**config.mk**
```make
export PLATFORM = sky130hd
export DESIGN_NAME = wrr_arbiter
export DESIGN_NICKNAME = d
export VERILOG_FILES = /design/src/rtl/wrr_arbiter_pkg.sv /design/src/rtl/wrr_arbiter_rr_pick.sv /design/src/rtl/wrr_arbiter.sv
export SDC_FILE = /design/constraint.sdc
export NUM_CORES = 1
export LEC_CHECK = 0
export BUFFER_PORTS_ARGS = -buffer_cell sky130_fd_sc_hd__buf_4
export CORE_ASPECT_RATIO = 0.8
export CORE_UTILIZATION = 56
export CTS_CLUSTER_DIAMETER = 30
export DETAILED_ROUTE_END_ITERATION = 8
export GPL_ROUTABILITY_DRIVEN = 0
export MAX_ROUTING_LAYER = met4
export PLACE_DENSITY = 0.8
export SYNTH_ARGS = -nofsm -noshare
export SYNTH_HDL_FRONTEND = slang
export SYNTH_HIERARCHICAL = 1
export SYNTH_SLANG_ARGS = --single-unit
export TNS_END_PERCENT = 20
```
**constraint.sdc**
```tcl
create_clock -name clk -period 5.5 [get_ports clk]
set_input_delay 0.55 -clock clk [delete_from_list [all_inputs] [get_ports clk]]
set_output_delay 0.55 -clock clk [all_outputs]
set_load 0.02 [all_outputs]
```
**src/rtl/wrr_arbiter_pkg.sv**
```systemverilog
// Shared types and default sizing for the weighted round-robin arbiter.
// Holds the arbiter state enum and default parameter constants.
package wrr_arbiter_pkg;

    localparam int DEF_NUM_REQ  = 4;
    localparam int DEF_WEIGHT_W = 4;

    typedef enum logic {
        S_IDLE  = 1'b0,
        S_GRANT = 1'b1
    } state_t;

endpackage

```
**src/rtl/wrr_arbiter_rr_pick.sv**
```systemverilog
// Combinational rotating-priority picker.
// Ports: i_req requests, i_ptr last owner; o_gnt one-hot winner,
//        o_idx winner index, o_any high when any request is present.
module rr_pick
    import wrr_arbiter_pkg::*;
#(
    parameter int NUM_REQ = DEF_NUM_REQ,
    parameter int IDW     = $clog2(NUM_REQ)
) (
    input  logic [NUM_REQ-1:0] i_req,
    input  logic [IDW-1:0]     i_ptr,
    output logic [NUM_REQ-1:0] o_gnt,
    output logic [IDW-1:0]     o_idx,
    output logic               o_any
);

    // Search starts just after the pointer and reaches the pointer last.
    always_comb begin
        o_gnt = '0;
        o_idx = '0;
        o_any = 1'b0;
        for (int k = 1; k <= NUM_REQ; k++) begin
            if (!o_any && i_req[(int'(i_ptr) + k) % NUM_REQ]) begin
                o_any = 1'b1;
                o_gnt[(int'(i_ptr) + k) % NUM_REQ] = 1'b1;
                o_idx = IDW'((int'(i_ptr) + k) % NUM_REQ);
            end
        end
    end

endmodule

```
**src/rtl/wrr_arbiter.sv**
```systemverilog
// Weighted round-robin arbiter with per-requester burst lengths.
// Ports: clk, reset (sync, active-high), req, weight (packed slices);
//        gnt/gnt_id/gnt_valid registered, burst_last combinational.
module wrr_arbiter
    import wrr_arbiter_pkg::*;
#(
    parameter int NUM_REQ  = DEF_NUM_REQ,
    parameter int WEIGHT_W = DEF_WEIGHT_W
) (
    input  logic                          clk,
    input  logic                          reset,
    input  logic [NUM_REQ-1:0]            req,
    input  logic [NUM_REQ*WEIGHT_W-1:0]   weight,
    output logic [NUM_REQ-1:0]            gnt,
    output logic [$clog2(NUM_REQ)-1:0]    gnt_id,
    output logic                          gnt_valid,
    output logic                          burst_last
);

    localparam int IDW = $clog2(NUM_REQ);

    state_t               r_state;
    logic [NUM_REQ-1:0]   r_gnt;
    logic [IDW-1:0]       r_gnt_id;
    logic                 r_gnt_valid;
    logic [IDW-1:0]       r_ptr;
    logic [WEIGHT_W-1:0]  r_cnt;
    logic [WEIGHT_W-1:0]  r_eff;

    state_t               w_state_n;
    logic [NUM_REQ-1:0]   w_gnt_n;
    logic [IDW-1:0]       w_gnt_id_n;
    logic                 w_gnt_valid_n;
    logic [IDW-1:0]       w_ptr_n;
    logic [WEIGHT_W-1:0]  w_cnt_n;
    logic [WEIGHT_W-1:0]  w_eff_n;

    logic                 w_beat;
    logic [WEIGHT_W:0]    w_cnt_inc;
    logic                 w_last;
    logic                 w_release;
    logic [IDW-1:0]       w_pick_ptr;
    logic [NUM_REQ-1:0]   w_pick_gnt;
    logic [IDW-1:0]       w_pick_idx;
    logic                 w_pick_any;
    logic [WEIGHT_W-1:0]  w_win_w;
    logic [WEIGHT_W-1:0]  w_win_eff;

    assign w_beat    = (r_state == S_GRANT) && req[r_gnt_id];
    assign w_cnt_inc = {1'b0, r_cnt} + 1'b1;
    assign w_last    = w_beat && (w_cnt_inc == {1'b0, r_eff});
    assign w_release = (r_state == S_GRANT) && (!req[r_gnt_id] || w_last);

    // While owning, the current owner becomes the new pointer on release.
    assign w_pick_ptr = (r_state == S_GRANT) ? r_gnt_id : r_ptr;

    rr_pick #(
        .NUM_REQ (NUM_REQ),
        .IDW     (IDW)
    ) u_pick (
        .i_req (req),
        .i_ptr (w_pick_ptr),
        .o_gnt (w_pick_gnt),
        .o_idx (w_pick_idx),
        .o_any (w_pick_any)
    );

    // A zero weight still allows a single beat.
    assign w_win_w   = weight[int'(w_pick_idx)*WEIGHT_W +: WEIGHT_W];
    assign w_win_eff = (w_win_w == '0) ? WEIGHT_W'(1) : w_win_w;

    always_comb begin
        w_state_n     = r_state;
        w_gnt_n       = r_gnt;
        w_gnt_id_n    = r_gnt_id;
        w_gnt_valid_n = r_gnt_valid;
        w_ptr_n       = r_ptr;
        w_cnt_n       = r_cnt;
        w_eff_n       = r_eff;
        unique case (r_state)
            S_IDLE: begin
                if (w_pick_any) begin
                    w_state_n     = S_GRANT;
                    w_gnt_n       = w_pick_gnt;
                    w_gnt_id_n    = w_pick_idx;
                    w_gnt_valid_n = 1'b1;
                    w_cnt_n       = '0;
                    w_eff_n       = w_win_eff;
                end
            end
            S_GRANT: begin
                if (w_release) begin
                    w_ptr_n = r_gnt_id;
                    if (w_pick_any) begin
                        w_gnt_n       = w_pick_gnt;
                        w_gnt_id_n    = w_pick_idx;
                        w_gnt_valid_n = 1'b1;
                        w_cnt_n       = '0;
                        w_eff_n       = w_win_eff;
                    end else begin
                        w_state_n     = S_IDLE;
                        w_gnt_n       = '0;
                        w_gnt_id_n    = '0;
                        w_gnt_valid_n = 1'b0;
                        w_cnt_n       = '0;
                    end
                end else if (w_beat) begin
                    w_cnt_n = w_cnt_inc[WEIGHT_W-1:0];
                end
            end
            default: begin
                w_state_n = S_IDLE;
            end
        endcase
    end

    always_ff @(posedge clk) begin
        if (reset) begin
            r_state     <= S_IDLE;
            r_gnt       <= '0;
            r_gnt_id    <= '0;
            r_gnt_valid <= 1'b0;
            r_ptr       <= IDW'(NUM_REQ - 1);
            r_cnt       <= '0;
            r_eff       <= WEIGHT_W'(1);
        end else begin
            r_state     <= w_state_n;
            r_gnt       <= w_gnt_n;
            r_gnt_id    <= w_gnt_id_n;
            r_gnt_valid <= w_gnt_valid_n;
            r_ptr       <= w_ptr_n;
            r_cnt       <= w_cnt_n;
            r_eff       <= w_eff_n;
        end
    end

    assign gnt        = r_gnt;
    assign gnt_id     = r_gnt_id;
    assign gnt_valid  = r_gnt_valid;
    assign burst_last = w_last && !reset;

endmodule

```
# Word level (Yosys, flattened, before mapping)
# Cells that the tools add are included.
# W data, S select, Z words.
[op_classes]
mux = 57
reduce_logical = 25
n_shift = 1
order_cmp = 9
n_eq_ne = 4
addsub = 5
bitwise_logic = 8
[ops]
columns = ["op", "n"]
rows = [
  ["$mux W4", 13],
  ["$pmux W4 S2", 3],
  ["$mux W1", 21],
  ["$lt A3 B4 Y1 const B", 4],
  ["$mux W2", 8],
  ["$shiftx A16 B5 Y4", 1],
  ["$ge A3 B1 Y1 const B", 4],
  ["$or A4 B4 Y4", 3],
  ["$logic_and A1 B1 Y1", 11],
  ["$bmux W1 S2", 5],
  ["$demux W1 S2", 4],
  ["$reduce_or A2 Y1", 4],
  ["$reduce_and A2 Y1", 3],
  ["$add A4 B1 Y5 const B", 1],
  ["$eq A5 B4 Y1", 1],
  ["$logic_not A1 Y1", 5],
  ["$add A2 B1 Y2 const B", 2],
  ["$add A2 B2 Y2 const B", 2],
  ["$and A1 B1 Y1 const A", 4],
  ["$logic_not A4 Y1", 1],
  ["$ne A2 B1 Y1 const B", 2],
  ["$pmux W1 S2", 2],
  ["$pmux W2 S2", 1],
  ["$lt A2 B3 Y1 const B", 1],
  ["3 further kinds", 3],
]
[word_totals]
regBits = 18
input_bits = 22

# Logic depth before layout (Yosys ltp)
[logic_depth]
ltp_word = 23
ltp_mapped = 16
mapped_depth_nobuf = 11

# Cells and area by module
# The synthesis kept the hierarchy.
[by_module_without_submodules]
columns = ["mod", "n_inst", "cells_per_inst", "area_per_inst_um2"]
rows = [
  ["wrr_arbiter", 1, 110, 1088.5],
  ["rr_pick", 1, 86, 629.4],
]

# Worst setup path before layout
# No wires, ideal clock.
[synth_path]
path_kind = "register to register"
startpoint = "register r_state"
endpoint = "register r_eff[0]"
stages_incl_launch_ff = 17
slack_ps = 1667
setup_time_ps = 72
required_time_ps = 5428
t_arrival_ps = 3761
path_cell_list = "dfxtp_1 -> clkbuf_1 -> mux2_2 -> buf_6 -> buf_2 -> inv_1 -> ha_1 -> clkbuf_1 -> a21oi_1 -> a211oi_1 -> a311o_1 -> a221oi_1 -> clkbuf_1 -> mux4_2 -> nor3_1 -> nor3_1 -> mux2i_1"
[synth_via]
elab_chain_len = 21
word_cells_on_any_way = 43
[synth_rtl]
columns = ["element", "line", "source"]
rows = [
  ["from (decl)", "wrr_arbiter.sv:22", "state_t r_state;"],
  ["from (signal assigned)", "wrr_arbiter.sv:127", "r_state <= w_state_n;"],
  ["$mux W2 *", "wrr_arbiter.sv:55", "assign w_pick_ptr = (r_state == S_GRANT) ? r_gnt_id : r_ptr;"],
  ["named net w_pick_ptr[0]", "wrr_arbiter.sv:42", "logic [IDW-1:0] w_pick_ptr;"],
  ["$add A2 B1 Y2", "wrr_arbiter_rr_pick.sv:23, wrr_arbiter_rr_pick.sv:26", ""],
  ["$bmux W1 S2", "wrr_arbiter_rr_pick.sv:23", "if (!o_any && i_req[(int'(i_ptr) + k) % NUM_REQ]) begin"],
  ["$mux W1 (not written as such) (2 in series)", "wrr_arbiter_rr_pick.sv:23", ""],
  ["$mux W1", "wrr_arbiter_rr_pick.sv:23", ""],
  ["$logic_not A1 Y1", "wrr_arbiter_rr_pick.sv:23", ""],
  ["$logic_and A1 B1 Y1", "wrr_arbiter_rr_pick.sv:23", ""],
  ["[... 6 more ...]", "-", ""],
  ["$mux W2 *", "wrr_arbiter_rr_pick.sv:23", ""],
  ["named net w_pick_idx[0]", "wrr_arbiter.sv:44", "logic [IDW-1:0] w_pick_idx;"],
  ["$shiftx A16 B5 Y4 *", "wrr_arbiter.sv:69", "assign w_win_w = weight[int'(w_pick_idx)*WEIGHT_W +: WEIGHT_W];"],
  ["$logic_not A4 Y1", "wrr_arbiter.sv:70", "assign w_win_eff = (w_win_w == '0) ? WEIGHT_W'(1) : w_win_w;"],
  ["$mux W4 *", "wrr_arbiter.sv:70", ""],
  ["$mux W4 *", "wrr_arbiter.sv:82, wrr_arbiter.sv:94", ""],
  ["$mux W4", "wrr_arbiter.sv:92", "if (w_release) begin"],
  ["$pmux W4 S2 *", "wrr_arbiter.sv:80", "unique case (r_state)"],
  ["to (signal assigned)", "wrr_arbiter.sv:133", "r_eff <= w_eff_n;"],
  ["to (decl)", "wrr_arbiter.sv:28", "logic [WEIGHT_W-1:0] r_eff;"],
]
# Mark *: on every way through the listed nets, which the timed path passes. The rest lies on a longest branch. The select of a mux whose other input is x is not followed.
# A chain may end at the register's enable or synchronous reset.

# Worst setup path in the final report
# Ends and elaborated chain as after synthesis.

==> summary.txt <==
Floorplanning
  – Die height: 51.54 um
  – Die W: 63.93 um
  – Initial Util: 60.73%
  – Die footprint: 0.003295 mm^2
  – Row count: 17
  – Core area: 0.002829 mm^2
  – I/O pin count: 30

Synth
  – Synthesis Warnings: 6
  – Syn_area_per_cell: 8.765 um^2
  – Ys flop type: dfxtp_1
  – #FFs+latches synth: 18
  – Post-synth EDFFs: 0
  – FFs w/ async S/R, synth: 0%
  – Syn Inst Count: 196
  – Seq/Total Area, Yosys: 20.98%
  – Netlist Area Pre-Place: 0.001718 mm^2
  – Cell variety after synth: 49
  – Syn Nets: 227

Setup path
  – Crit-path cells: mux2_2 -> inv_1 -> ha_1 -> inv_1 -> a311o_1 -> a221oi_1 -> mux4_2 -> nor3_1 -> nor3_1 -> mux2i_1
  – CP Launch Type: flip-flop
  – R2r setup slk: 1360 ps
  – Crit-path slowest cell: a221oi_1
  – CP delay by family, top: multiplexers
  – Crit Path Class: reg -> reg
  – CP arrival: 4320 ps
  – Delay of the slowest critical-path stage: 860 ps
  – FF-to-FF End: r_eff[0]
  – CP Buf/Inv Count: 2
  – Crit Path Max Fanout: 20
  – Worst Reg2Reg Path Length in Cells: 10
  – Worst path required time: 5680 ps
  – FF-to-FF Start: r_state
  – Endpoint type of the worst setup path: flip-flop

Timing
  – TNS Setup: 0 ps
  – RSZ-0062 raised after global routing: false
  – Fin crit share: 75.20%
  – Final Hold Vio Count: 0
  – Slew margin rel.: 31.83%
  – Pins over their slew limit: 0
  – Final Setup Violations: 0
  – Hold WS: 477.0 ps
  – Tightest Pin Transition: 1023 ps
  – Period minus WS final: 4136 ps
  – Max Clock Skew: 1.274 ps
  – Max Freq: 241.8 MHz

Clock tree
  – Worst-path clk slew: 60 ps
  – CTS buffer count: 3
  – Setup bufs post-CTS: 0
  – CTS tree: done
  – TritonCTS sink count: 18
  – CTS Buffer Depth: 2
  – Clock Tree Root: clkbuf_8
  – Post-cts hold buffer count: 0
  – CTS resizes: 0
  – H-tree depth: 1
  – Skew-Pair Late Insertion Delay: 250 ps

Cells and area
  – Most common cell after layout, fill and taps aside: buf_4
  – Layout cells sized above 1: 24.19%
  – Most frequent cells in the layout: buf_4 (29), inv_1 (23), nand2_1 (19), dfxtp_1 (18), nor2_1 (12)
  – Non-filler cells, final: 253
  – Fin util: 68.91%
  – Area delta synth->final: 13.47%
  – Antenna diodes: 0
  – Fillers: 211
  – Final net count: 248

Pwr
  – Worst VDD drop: 0.3193 mV
  – Pwr/cell area: 530.2 mW/mm^2
  – Power Total: 1.034 mW
  – Leak pwr: 0.8049 nW

Placed design
  – Number of cells after detailed placement: 250
  – Port buffer count: 29
  – DP HPWL: 3.028 mm

Routing
  – First DRT Iteration DRCs: 94
  – Number of remaining DRC errors: 0
  – Vias per std cell: 6.312
  – Routed len/inst: 16.02 um
  – Total number of vias: 1597
  – Drt pass-1 iters: 4
  – Final ANT Viol Nets: 0
  – Final WL: 4.054 mm

Hold path
  – Worst hold path depth: 2
  – Worst Hold Launch: gnt[2]
  – Hold EP: gnt[2]
  – Hold Path Class: reg -> reg

GRT
  – Gr usage total: 27.05%
  – Largest net degree at the start of global routing: 21
  – Vias in the first global route: 1494
  – Overflow left after global routing: 0
  – First-pass GRT wire length: 6.658 mm
  – Initial antenna violation count: 0

Run status
  – Status: finished, final reports clean

Flow run
  – Maxcap violations: 0
[sequential cells by signal (all words and copies together) (netlist names)]
register and cells:
gnt_valid 1, r_cnt 4, r_ptr 2, gnt_id 2
r_state 1, r_eff 4, gnt 4
[kinds of logic after synthesis]
family | count (synthesis) | synth area share, %
muxes | 19 | 16.39
DFF | 18 | 20.98
AOI/OAI and AO/OA | 50 | 26.29
xor gates and xnor gates | 4 | 2.913
buffers and inverters | 37 | 9.613
adders and majority gates | 9 | 6.555
and+or+nand+nor | 59 | 17.26
[worst reg2reg max path: cells and delay by family (launching register included)]
kind	cells	cell delay, ps
mux	3	1240
compound gates	2	1160
fa+ha+maj	1	520
flops	1	490
buf+inv	2	400
simple gates	2	260
[synth_stat cells, drive strengths merged, types with 4 or more instances]
cell type,instances,area (um^2)
dfxtp,18,360.4
mux2i,9,90.09
a21oi,5,25.02
a2111o,4,45.04
buf,6,48.79
inv,23,86.33
or3,4,25.02
o31ai,5,37.54
o21ai,5,25.02
ha,9,112.6
a31oi,5,31.28
mux4,7,157.7
clkbuf,7,26.28
nand4,6,37.54
nand2b,5,31.28
nor2,12,45.04
o311ai,4,52.56
o32ai,6,90.09
nand2,19,71.32
[worst max-delay path by stage]
| stage | start | to | slack [ps] | cells after the start |
|---|---|---|---|---|
| after global routing | r_state | r_eff[0] | 950 | 10 |
| after detailed placement | r_state | r_eff[0] | 1410 | 11 |
| after global placement | r_state | r_eff[0] | 1560 | 11 |
| after floorplan | r_state | r_eff[0] | 1670 | 16 |
| final | r_state | r_eff[0] | 1360 | 10 |
| after CTS | r_state | r_eff[0] | 1390 | 10 |
[where the power goes]
part | switching, mW | total (mW) | internal (mW)
registers | 0.0356 | 0.215 | 0.179
clock network | 0.0410 | 0.0896 | 0.0486
logic | 0.417 | 0.729 | 0.312
[area by class of cell]
cell class | count | area [um^2] | share of cell area (%)
clock buffers | 3 | 41.29 | 2.118
repair buffers | 29 | 217.7 | 11.17
multi-input cells | 141 | 1192 | 61.17
inverters | 24 | 90.09 | 4.621
flip-flops and latches | 18 | 360.3 | 18.49
well taps | 38 | 47.55 | 2.439
[per-stage QoR]
step | setup slack [ps] | instance area (um^2)
floorplan | 1667 | 1718
global placement | 1564 | 1908
detailed placement | 1407 | 1908
CTS | 1389 | 1949
global route | 953.8 | 1949
finish | 1364 | 1949
[per-layer routing]
layer	share of wire, %	wire (um)	global-route usage, %	vias up
met3	9.0	364	5.263	8
met2	46	1860	44.50	83
met5	0	0	-	-
li1	-	-	-	767
met4	0.91	37	6.061	0
met1	44	1792	34.80	739
(Power assumes the default switching activity.)
